### config.mk
export PLATFORM = sky130hd
export DESIGN_NAME = timer_counter
export DESIGN_NICKNAME = d
export VERILOG_FILES = /design/src/rtl/timer_counter.sv
export SDC_FILE = /design/constraint.sdc
export NUM_CORES = 1
export LEC_CHECK = 0
export ABC_AREA = 1
export ABC_CLOCK_PERIOD_IN_PS = 4500
export CORE_UTILIZATION = 25
export CTS_BUF_LIST = sky130_fd_sc_hd__clkbuf_8
export CTS_CLUSTER_SIZE = 8
export DETAILED_ROUTE_END_ITERATION = 8
export DONT_BUFFER_PORTS = 1
export PLACE_DENSITY_LB_ADDON = 0.3
export SYNTH_ARGS = -nofsm -noshare
export SYNTH_HDL_FRONTEND = slang
export SYNTH_SLANG_ARGS = --single-unit
### constraint.sdc
create_clock -name clk -period 4.5 [get_ports clk]
set_input_delay 0.9 -clock clk [delete_from_list [all_inputs] [get_ports clk]]
set_output_delay 0.9 -clock clk [all_outputs]
set_load 0.03 [all_outputs]
### src/rtl/timer_counter.sv
`default_nettype none
// ============================================================================
// Module   : timer_counter
// Purpose  : Bus-mapped 32-bit down-counter with one-shot / auto-reload modes
//            and a maskable interrupt towards HWInt[0].
// Revision : 1.0 - initial release
// ============================================================================
module timer_counter (
  input  logic        clk,
  input  logic        rst,
  input  logic [1:0]  addr,
  input  logic        we,
  input  logic [31:0] wdata,
  output logic [31:0] rdata,
  output logic        irq
);

  localparam logic [1:0] C_ADDR_CTRL   = 2'd0;
  localparam logic [1:0] C_ADDR_PRESET = 2'd1;
  localparam logic [1:0] C_ADDR_COUNT  = 2'd2;
  localparam logic [1:0] C_MODE_RELOAD = 2'd1;

  typedef enum logic [1:0] {
    S_IDLE = 2'd0,
    S_LOAD = 2'd1,
    S_CNT  = 2'd2,
    S_INT  = 2'd3
  } state_t;

  state_t      state_q, state_d;
  logic        en_q, en_d;
  logic [1:0]  mode_q, mode_d;
  logic        im_q, im_d;
  logic [31:0] preset_q, preset_d;
  logic [31:0] count_q, count_d;
  logic        irq_flag_q, irq_flag_d;

  logic        w_ctrl_wr;
  logic        w_preset_wr;

  assign w_ctrl_wr   = we && (addr == C_ADDR_CTRL);
  assign w_preset_wr = we && (addr == C_ADDR_PRESET);

  always_comb begin
    state_d    = state_q;
    en_d       = en_q;
    mode_d     = mode_q;
    im_d       = im_q;
    preset_d   = preset_q;
    count_d    = count_q;
    irq_flag_d = irq_flag_q;

    case (state_q)
      S_IDLE: begin
        if (en_q) begin
          state_d = S_LOAD;
        end
      end
      S_LOAD: begin
        count_d = preset_q;
        state_d = S_CNT;
      end
      S_CNT: begin
        if (!en_q) begin
          state_d = S_IDLE;
        end else if (count_q > 32'd1) begin
          count_d = count_q - 32'd1;
        end else begin
          // A count of 0 or 1 both expire here, so COUNT never wraps.
          count_d    = 32'd0;
          irq_flag_d = 1'b1;
          state_d    = S_INT;
        end
      end
      S_INT: begin
        state_d = S_IDLE;
        if (mode_q == C_MODE_RELOAD) begin
          irq_flag_d = 1'b0;
        end else begin
          en_d = 1'b0;
        end
      end
      default: begin
        state_d = S_IDLE;
      end
    endcase

    if (w_preset_wr) begin
      preset_d = wdata;
    end

    // Bus writes to CTRL override the FSM's own EN clear and always drop the flag.
    if (w_ctrl_wr) begin
      en_d       = wdata[0];
      mode_d     = wdata[2:1];
      im_d       = wdata[3];
      irq_flag_d = 1'b0;
    end
  end

  always_ff @(posedge clk) begin
    if (rst) begin
      state_q    <= S_IDLE;
      en_q       <= 1'b0;
      mode_q     <= 2'd0;
      im_q       <= 1'b0;
      preset_q   <= 32'd0;
      count_q    <= 32'd0;
      irq_flag_q <= 1'b0;
    end else begin
      state_q    <= state_d;
      en_q       <= en_d;
      mode_q     <= mode_d;
      im_q       <= im_d;
      preset_q   <= preset_d;
      count_q    <= count_d;
      irq_flag_q <= irq_flag_d;
    end
  end

  always_comb begin
    rdata = 32'd0;
    case (addr)
      C_ADDR_CTRL:   rdata = {28'd0, im_q, mode_q, en_q};
      C_ADDR_PRESET: rdata = preset_q;
      C_ADDR_COUNT:  rdata = count_q;
      default:       rdata = 32'd0;
    endcase
  end

  assign irq = irq_flag_q & im_q;

endmodule
`default_nettype wire

==> impl_summary.md <==
Run status
The run finished with clean final reports.

Clock tree
The CTS buffer count is 9. The post-cts sizing count is 0. At the later pin of the worst-skew pair, clock insertion delay measures 0.36 ns. CTS built an H-tree with a depth of 3.

The tree built by TritonCTS fans out to 71 sinks. Post-CTS timing repair inserted 0 buffers for setup. The root buffer cell is sky130_fd_sc_hd__clkbuf_8. The maximum number of buffers from clock root to sink is 2.

The clock slew seen by the registers of the worst setup and hold paths is 0.07 ns. The number of hold buffers added after CTS is 0. TritonCTS built the clock tree.

STA
At the pin with the least slew margin, the transition time is 1.14 ns. The total negative setup slack is 0 ns. Subtracting the final worst setup slack from the clock period gives 3.54 ns. The number of max-slew violations in the final report is 0. The maximum frequency from static timing analysis is 0.283 GHz.

Setup repair after global routing left no endpoint under its margin. Headroom to the max-slew limit came out at 0.239. Clock skew on the completed layout was measured at 0.0130 ns. In the finished design, the share of the clock period the worst path needs comes to 0.786. The final hold violation count is 0. Setup violations remaining at the end of the flow were counted as 0.

Finish
Leaving out fill and tap cells, the most frequent cell in the layout is sky130_fd_sc_hd__a21oi_1. The end-of-flow core utilization is 0.287. Relative to the synthesized area, the layout overhead comes to 11.2%.

The final antenna diode count is 0. The final layout contains 616 nets. Counting the fill cells in the layout gives 1681. In the final layout, the share of cells above drive strength 1 is 0.0929. The area occupied by registers is 1420 um^2. The area used by multi-input combinational logic is 2100 um^2. The library cells used most frequently in the layout, excluding fill and tap cells, are sky130_fd_sc_hd__a21oi_1, sky130_fd_sc_hd__inv_1, sky130_fd_sc_hd__nand2_1.

Placement
The congestion estimate from routability-driven global placement came to 0.817. The count of buffers added on input and output ports is 0. The placed wire-length estimate is 8.61 mm.

Power and ir drop
Summed over all cells, the static leakage comes to 1.73 nW. The worst IR drop on VDD is 109 uV. Power spread over the standard cell area amounts to 348 nW/um^2.

Synth
Of the synthesized area, sequential elements account for 0.360. By area the synthesized netlist is led by sky130_fd_sc_hd__dfxtp_1, sky130_fd_sc_hd__a21oi_1, sky130_fd_sc_hd__o21ai_0. The proportion of netlist area held by the largest area contributor is 0.360. The netlist uses 28 different library cells.

After technology mapping, the gate count stands at 585. Yosys printed 0 warnings. Of all cell types, the one taking the most synthesized area is sky130_fd_sc_hd__dfxtp_1. The post-synthesis register bit count is 71.

After synthesis, the mean cell area works out to 6.75 um^2. The netlist area before placement is 3950 um^2. The number of nets in the synthesized netlist is 624.

Global route
The global-route wire length before repair is 18.9 mm. The largest net degree at the start of global routing is 42. After global routing the overflow that remains totals 0. The number of global-route vias before repair is 3735. For this run, the total global-route usage over all layers was measured as 0.149.

The number of antenna violations at the first check in global routing is 0.

Setup path
Data on the critical path arrives at its endpoint at 2.64 ns. The kind of start point of the critical path is an input pin. The start-to-end type of the worst setup path is input pin to output port. The worst setup path is captured at an output port. For the worst setup path, the data required time is 3.60 ns.

In this run the worst path has a maximum fanout of 30.

Detailed routing
The detailed router finished its first iteration with 273 violations. The number of design rule violations left after detail routing is 0. The routed length per instance is 15.0 um.

The first detailed-routing pass ran for 4 iterations. The routed via count divided by cell count is 4.80. The count of nets left with antenna violations after detail routing is 0.

Summing over every cut layer, the via total after detailed routing is 3799. The detailed-route wire length is 11.9 mm.

Floorplan
70 I/O pins were placed. The overall die area is 16300 um^2. For this configuration, the core starts out at a cell density of 0.258. The floorplan step set the die width to 128 um. The die is 128 um tall. The region available for standard cell placement spans 15300 um^2. The row count is 45.

Job
Max-cap violations in this run came to 0.

Min path
The path class of the tightest hold or removal check is flip-flop to flip-flop.
where the power goes:
part           switching, mW  total, mW  internal, mW
sequential            0.0198      0.672         0.652
clock                  0.262      0.574         0.313
combinational          0.193      0.283        0.0895
cell families after synthesis:
logic type                 Yosys count  share of synthesized area
AOI/OAI and AO/OA                  202                      0.270
DFF                                 71                      0.360
adders and majority gates            2                    0.00633
xor gates and xnor gates            20                     0.0443
and+or+nand+nor                    180                      0.211
buffers and inverters              110                      0.109
state kept, by name (all words and copies together) (netlist names):
register	cells
mode_q	2
im_q	1
en_q	1
irq_flag_q	1
count_q	32
state_q	2
preset_q	32
cell type report:
type                       instances  area share
clock inverter                     6      0.0211
tap                              211      0.0601
multi-input combinational        404       0.478
sequential                        71       0.323
timing repair buffer              13      0.0222
clock buffer                       9      0.0282
inverter                          78      0.0666
per-layer routing:
metal  track usage  vias to the layer above  share of wire
li1              -                     1932              -
met1         0.180                     1771           0.45
met2         0.254                       81           0.48
met3        0.0376                       15          0.054
met4        0.0581                        0          0.018
met5             0                        -              0
critical path, stage by stage:
cell                      delay (ns)
sky130_fd_sc_hd__inv_1          0.07
sky130_fd_sc_hd__nor2_1         0.33
sky130_fd_sc_hd__inv_1          0.56
sky130_fd_sc_hd__o22ai_1        0.77
metrics by stage:
step	instances	hold WS, ns	worst slack (ns)	total power, mW	cell area (um^2)
global route	792	0.505	0.745	1.61	4390
CTS	792	0.475	0.927	1.55	4390
global placement	777	0.453	1.01	0.968	4180
floorplan	585	0.436	1.42	0.908	3950
detailed placement	777	0.465	0.925	0.971	4180
finish	792	0.473	0.963	1.53	4390
worst paths after layout:
| kind | slack [ns] | end | start | cells after the start |
|---|---|---|---|---|
| setup / recovery | 0.96 | rdata[21] | addr[0] | 4 |
| hold / removal | 0.47 | irq_flag_q | irq_flag_q | 2 |
| setup reg to reg | 1.98 | count_q[19] | state_q[0] | 6 |
| hold reg to reg | 0.47 | irq_flag_q | irq_flag_q | 2 |
synth_stat cells:
master	instances
sky130_fd_sc_hd__inv_1	77
sky130_fd_sc_hd__a21oi_2	2
sky130_fd_sc_hd__a21oi_1	98
sky130_fd_sc_hd__xor2_1	19
sky130_fd_sc_hd__buf_4	2
sky130_fd_sc_hd__ha_1	2
sky130_fd_sc_hd__nor2_1	41
sky130_fd_sc_hd__nor4_1	4
sky130_fd_sc_hd__or2_2	1
sky130_fd_sc_hd__o21ai_0	73
sky130_fd_sc_hd__o221ai_1	4
sky130_fd_sc_hd__nand3_2	1
sky130_fd_sc_hd__nor2_4	5
sky130_fd_sc_hd__dfxtp_1	71
sky130_fd_sc_hd__nor2_2	8
sky130_fd_sc_hd__nand2_4	2
sky130_fd_sc_hd__and2_0	1
sky130_fd_sc_hd__nand2_1	75
sky130_fd_sc_hd__nor3_1	1
sky130_fd_sc_hd__nand2_2	5
sky130_fd_sc_hd__nand4_1	5
sky130_fd_sc_hd__xnor2_1	1
sky130_fd_sc_hd__buf_2	1
sky130_fd_sc_hd__nand3_1	31
sky130_fd_sc_hd__o22ai_1	25
sky130_fd_sc_hd__inv_2	1
sky130_fd_sc_hd__clkbuf_1	28
sky130_fd_sc_hd__buf_6	1
No activity file was read; power rests on OpenSTA's default activity.
